### config.mk
export PLATFORM = sky130hd
export DESIGN_NAME = pipe_mem_io
export DESIGN_NICKNAME = d
export VERILOG_FILES = /design/src/rtl/pipe_mem_io.sv
export SDC_FILE = /design/constraint.sdc
export NUM_CORES = 1
export LEC_CHECK = 0
export CORE_ASPECT_RATIO = 0.7
export CORE_MARGIN = 3
export CORE_UTILIZATION = 25
export DETAILED_ROUTE_END_ITERATION = 7
export PLACE_DENSITY = 0.46
export SYNTH_ARGS = -nofsm -noshare
export SYNTH_HDL_FRONTEND = slang
export SYNTH_SLANG_ARGS = --single-unit
### constraint.sdc
create_clock -name clock -period 8.1 [get_ports clock]
set_clock_uncertainty 0.15 [all_clocks]
set_input_delay 1.62 -clock clock [delete_from_list [all_inputs] [get_ports clock]]
set_output_delay 1.62 -clock clock [all_outputs]
set_load 0.01 [all_outputs]
### src/rtl/pipe_mem_io.sv
// MEM stage data RAM plus memory-mapped I/O: synchronised inputs,
// registered outputs, a cycle counter and a sticky misaligned-store flag.
module pipe_mem_io #(
    parameter int DEPTH_LOG2 = 5
) (
    input  logic        clock,
    input  logic        resetn,
    input  logic        mwmem,
    input  logic [31:0] malu,
    input  logic [31:0] mb,
    input  logic [31:0] in_port0,
    input  logic [31:0] in_port1,
    output logic [31:0] mmo,
    output logic [31:0] out_port0,
    output logic [31:0] out_port1,
    output logic [31:0] out_port2,
    output logic        merr
);

    localparam int WORDS = 1 << DEPTH_LOG2;

    localparam logic [4:0] SEL_IN0  = 5'd0;
    localparam logic [4:0] SEL_IN1  = 5'd1;
    localparam logic [4:0] SEL_OUT2 = 5'd2;
    localparam logic [4:0] SEL_CNT  = 5'd3;
    localparam logic [4:0] SEL_STAT = 5'd4;

    logic [31:0] ram_q [WORDS];

    logic [31:0] in0_s1_q, in0_s2_q, in1_s1_q, in1_s2_q;
    logic [31:0] out0_q, out0_d;
    logic [31:0] out1_q, out1_d;
    logic [31:0] out2_q, out2_d;
    logic [31:0] cnt_q, cnt_d;
    logic        merr_q, merr_d;
    logic [7:0]  fault_q, fault_d;

    logic [DEPTH_LOG2-1:0] ram_idx;
    logic [4:0]            io_sel;
    logic                  is_io;
    logic                  aligned;
    logic                  st_ok;
    logic                  st_bad;
    logic                  st_ram;

    logic unused_malu;
    assign unused_malu = ^malu[31:8];

    assign ram_idx = malu[DEPTH_LOG2+1:2];
    assign io_sel  = malu[6:2];
    assign is_io   = malu[7];
    assign aligned = (malu[1:0] == 2'b00);
    assign st_ok   = mwmem && aligned;
    assign st_bad  = mwmem && !aligned;
    assign st_ram  = st_ok && !is_io;

    always_comb begin
        out0_d  = out0_q;
        out1_d  = out1_q;
        out2_d  = out2_q;
        cnt_d   = cnt_q + 32'd1;
        merr_d  = merr_q;
        fault_d = fault_q;
        if (st_ok && is_io) begin
            case (io_sel)
                SEL_IN0:  out0_d = mb;
                SEL_IN1:  out1_d = mb;
                SEL_OUT2: out2_d = mb;
                SEL_CNT:  cnt_d  = mb;
                SEL_STAT: begin
                    merr_d  = 1'b0;
                    fault_d = 8'h00;
                end
                default: ;
            endcase
        end
        // Only the first misaligned store is recorded until cleared.
        if (st_bad && !merr_q) begin
            merr_d  = 1'b1;
            fault_d = malu[7:0];
        end
    end

    always_comb begin
        mmo = 32'h0;
        if (!is_io) begin
            mmo = ram_q[ram_idx];
        end else begin
            case (io_sel)
                SEL_IN0:  mmo = in0_s2_q;
                SEL_IN1:  mmo = in1_s2_q;
                SEL_OUT2: mmo = out2_q;
                SEL_CNT:  mmo = cnt_q;
                SEL_STAT: mmo = {merr_q, 23'b0, fault_q};
                default:  mmo = 32'h0;
            endcase
        end
    end

    always_ff @(posedge clock or negedge resetn) begin
        if (!resetn) begin
            in0_s1_q <= 32'h0;
            in0_s2_q <= 32'h0;
            in1_s1_q <= 32'h0;
            in1_s2_q <= 32'h0;
            out0_q   <= 32'h0;
            out1_q   <= 32'h0;
            out2_q   <= 32'h0;
            cnt_q    <= 32'h0;
            merr_q   <= 1'b0;
            fault_q  <= 8'h00;
        end else begin
            in0_s1_q <= in_port0;
            in0_s2_q <= in0_s1_q;
            in1_s1_q <= in_port1;
            in1_s2_q <= in1_s1_q;
            out0_q   <= out0_d;
            out1_q   <= out1_d;
            out2_q   <= out2_d;
            cnt_q    <= cnt_d;
            merr_q   <= merr_d;
            fault_q  <= fault_d;
        end
    end

    // RAM has no reset; a store coinciding with reset is dropped.
    always_ff @(posedge clock) begin
        if (resetn && st_ram) begin
            ram_q[ram_idx] <= mb;
        end
    end

    assign out_port0 = out0_q;
    assign out_port1 = out1_q;
    assign out_port2 = out2_q;
    assign merr      = merr_q;

endmodule
# [Word-level counts from Yosys, hierarchy flattened]
# Memory sizes are Yosys's and may differ from the RTL's.
# Index checks and enable logic that the tools add are counted.
[word_totals] reg_bits=265 ramBits=1024 input_bits=131 output_inout_bits=129 elab_cells=45 memories=1
[memory_table] memory="ram_q" depth=32 width=32 rd=1 rd_clocked_by_memory_dff=0 wr=1 line="28" text="logic [31:0] ram_q [WORDS];"
[classes] n_addsub=1 n_eq_ne=4 mux=12 n_reduce_logical=17
[ops] operator="case mux 32 bit (5 select lines)" n=1
[ops] operator="two-way mux 32 bit" n=3
[ops] operator="adder 32 x 1 -> 32 bit, second input constant" n=1
[ops] operator="two-way mux 8 bit" n=3
[ops] operator="== test 5 x 2 -> 1 bit, second input constant" n=2
[ops] operator="AND reduction 2 bit" n=4
[ops] operator="logical AND 1 bit" n=6
[ops] operator="== test 5 x 1 -> 1 bit, second input constant" n=1
[ops] operator="== test 5 x 3 -> 1 bit, second input constant" n=1
[ops] operator="zero test 5 bit" n=1
[ops] operator="two-way mux 1 bit" n=5
[ops] operator="nonzero test 2 bit" n=2
[ops] operator="zero test 1 bit" n=3
[ops] operator="zero test 2 bit" n=1

# [Depth between registers and ports, before layout]
[logic_depth] ltp_word=6 mapped_depth=9 mapped_depth_nobuf=6

# [Least setup slack after synthesis]
# Ideal clock, no wire load.
[synth_path] kind="input port to flip-flop" from="input malu[2]" to="memory ram_q[25][0] (enable)" arrival_ps=4884 t_required_ps=7489 slack_ps=2605 cell_stages=7 path_buffers=5 path_cell_list="buf_4 > buf_6 > buf_6 > buf_6 > buf_4 > nand3_1 > nor3_1"
[synth_rtl] element="start, declared" line="9" text="input logic [31:0] malu,"
[synth_rtl] element="end, declared" line="28"
# No word-level cell before the write port.

# [Worst setup path in the final report]
[layout_path] from="input malu[5]" to="output mmo[9]"
[layout_between] elab_chain_len=3 word_cells_on_any_way=8 cone_classes="eq/ne (4); mux (2); reduce/logical (1); memory (1)"
[layout_lines] element="branches (longest 2 deep; another with memory (32 x 32 bit))"
[layout_lines] element="two-way mux 32 bit (*)" line="86" text="if (!is_io) begin"
[layout_lines] element="end, declared" line="13" text="output logic [31:0] mmo,"
# Mark *: on every way between the ends.

==> impl_results.md <==
* Post-synthesis net count at about 2,700
* P_leak at between 15 and 20 nW
* Clk root buf: clkbuf_16
* Final Hold Violating Endpoints at 0
* Hpwl dp at 89,600 microns
* RSZ-0062 raised after global routing: false
* Worst path most repeated cell: buf_4
* Pwr/cell area at approximately 240 nW/um^2
* Worst EP arrival at 5.18 ns
* Mean Syn Cell Area at a little under 20 sq um
* Pins Over Slew Limit at 0
* Post-CTS Repair Setup Buffers at 0
* Count leader, synth: edfxtp_1
* Area growth, synth to finish at 20.6%
* Setup crit start kind: primary input
* CTS tree: built
* Reg area at roughly 37,000 sq um
* First-pass detailed-route iteration total at 5
* Cell taking the most area after synthesis: edfxtp_1
* Post-route DRC violation count at 0
* Critical Path RT at ~6.3 ns
* Ys Warns at 0
* Worst Setup End Kind: output port
* DP Area at about 55,000 sq um
* Routed len/inst at about 26 microns
* Finished Cell Area at approximately 60,000 sq um
* Site Rows at 135
* CTS sink cnt at 1,289
* Synth top area cells: edfxtp_1 (62%), dfrtp_1 (13%), mux4_2 (9.9%)
* Seq cells post-synth at roughly 1,300
* # setup viols final at 0
* Pre-CTS setup slack at between 1 and 1.5 ns
* Status: finished clean
* Via/cell ratio at about 4.6
* Io pins at 260
* EDFF count, synth at 1,024
* Starting DRT DRC Count at 2,380
* Slew margin rel. at 0.126
* Core area at about 200,000 sq um
* Initial antenna violation count at 15
* Placer Congestion at between 0.7 and 0.8
* Max stage delay on crit path at between 1 and 1.5 ns
* Slowest cell on crit path: o32ai_1
* Initial Util at 0.254
* Crit path cell chain: buf_2 -> buf_4 -> nor2b_1 -> buf_4 -> a22oi_1 -> and3_1 -> o32ai_1 -> clkdlybuf4s50_1
* CTS H-Tree Depth at 4
* Nets at about 3,000
* Yosys cell types at 64
* Max-cap violations at 0
* IO buf count at approximately 240
* Pin count of the biggest net entering global routing at between 100 and 150
* Total die area at ~200,000 sq um
* Ys async rst share at 0.206
* Die height at roughly 380 microns
* Layout fillers at 19,000
* Vias at 25,400
* Share of layout cells above drive strength 1 at 0.245
* Clk_lat worst skew at 0.78 ns
* Global-route wire length before repair at roughly 200,000 microns
* Total track usage at 0.138
* Hold/Removal Path Class: reg2reg
* Wirelength, routed at 143,000 microns
* Syn Inst Count at ~2,500
* Antenna-violating nets left at 0
* CTS Buffer Depth at 4
* Crit-path max FO at 22
* Tcrit/Tclk final at 0.858
* Post-synth top flop: edfxtp_1
* Post-CTS sizing at 0
* Achievable Freq at 144 MHz
* TritonCTS Buffers at around 140
* Setup WS post-layout at around 1.2 ns
* Hold_buf cts at 0
* Worst-path clk slew at 0.06 ns
* Mapped Area at roughly 50,000 sq um
* TNS Setup at 0 ns
* Minimum clock period at about 6.9 ns
* Number of global-route vias before repair at ~26,000
* Critical path class: in2out
* Cell family with most CP delay: buffers and inverters
* CP Buf/Inv Count at 4
* Worst IR Drop VDD at 121 uV
* GRT overflow at 0
* Synth top cells by count: edfxtp_1 (1,024), dfrtp_1 (265), mux4_2 (217), mux2_2 (111), nor2_1 (102)
* Least-Margin Pin Slew at about 1.3 ns
* Seq/Total Area, Yosys at 0.755
* Area occupied by multi-input gates at roughly 12,000 sq um
* Chip width at around 540 microns
* Top-area cell type share of the netlist area at 0.621
-- cell type report --
type | instances | area share
Clock buffer | 187 | 0.0658
Inverter | 9 | 0.000566
Timing Repair Buffer | 342 | 0.0533
Antenna cell | 4 | 0.000168
Multi-Input combinational cell | 1081 | 0.193
Tap cell | 2603 | 0.0545
Sequential cell | 1289 | 0.626
Clock inverter | 51 | 0.00637
-- power breakdown --
group	switching, mW	internal [mW]	total, mW
Clock	2.58	3.56	6.14
Sequential	0.0906	7.26	7.35
Combinational	0.493	0.355	0.848
Total	3.17	11.2	14.3
-- flip-flops by register name, indices dropped and copies added, names as in the netlist --
signal     cells
ram_q       1024
cnt_q         32
in0_s1_q      32
in0_s2_q      32
in1_s1_q      32
in1_s2_q      32
out_port0     32
out_port1     32
out_port2     32
fault_q        8
merr           1
-- final timing paths --
check,slack (ns),end,startpoint,cells past startpoint
min in group asynchronous,0.54,out_port0[20],resetn,1
hold / removal,0.19,in1_s2_q[20],in1_s1_q[20],0
hold reg to reg,0.19,in1_s2_q[20],in1_s1_q[20],0
setup reg to reg,5.13,cnt_q[31],cnt_q[5],6
setup / recovery,1.15,mmo[9],malu[5],8
max in group asynchronous,4.98,out_port0[1],resetn,4
-- placed cells by master (no fill, tap or decap), drive strengths merged, types with 4 or more instances in the layout --
master,count
o21a,8
a221oi,28
and2,6
edfxtp,1024
xor2,6
nand4,8
clkdlybuf4s50,219
mux2,146
clkbuf,188
clkinv,41
a21o,8
nor2b,7
buf,122
diode,4
nor2,102
a32oi,14
a211oi,11
xnor2,24
and3,15
nor3,37
o32ai,13
mux2i,97
o22ai,20
a21oi,32
bufinv,5
inv,12
nand2,85
nand2b,4
or2,4
nor4,11
a22oi,43
o221ai,5
dfrtp,265
mux4,217
a22o,10
o21ai,62
a311oi,4
a31oi,10
nand3,21
-- per-layer routing --
metal	up-vias	share of wire	global-route usage
met5	-	0.0015	0.00646
met4	6	0.017	0.0293
met3	170	0.072	0.0334
met2	753	0.44	0.201
met1	13600	0.47	0.207
li1	10900	-	-
-- stage by stage --
| step | total power, mW | hold WS (ns) | util | cells |
|---|---|---|---|---|
| 2_1_floorplan | 7.86 | 0.181 | - | 2521 |
| 3_3_place_gp | 8.35 | 0.184 | 0.284 | 5323 |
| 3_5_place_dp | 8.36 | 0.185 | 0.284 | 5323 |
| 4_1_cts | 14.6 | 0.192 | 0.306 | 5561 |
| 5_1_grt | 14.9 | 0.201 | 0.306 | 5563 |
| 6_report | 14.3 | 0.194 | 0.306 | 5566 |
-- kinds of logic (layout without fill, tap and decap cells) --
group	after synthesis	after routing	share of synthesized area
adder cells (fa/ha/maj)	1	1	0.000253
AND/OR/NAND/NOR	312	312	0.0301
other	0	4	0
flip-flops	1289	1289	0.755
buffers and inverters	151	589	0.0167
AO/OA/AOI/OAI	278	278	0.0389
multiplexers	460	460	0.154
XOR/XNOR	30	30	0.00531
(Power assumes the default switching activity.)
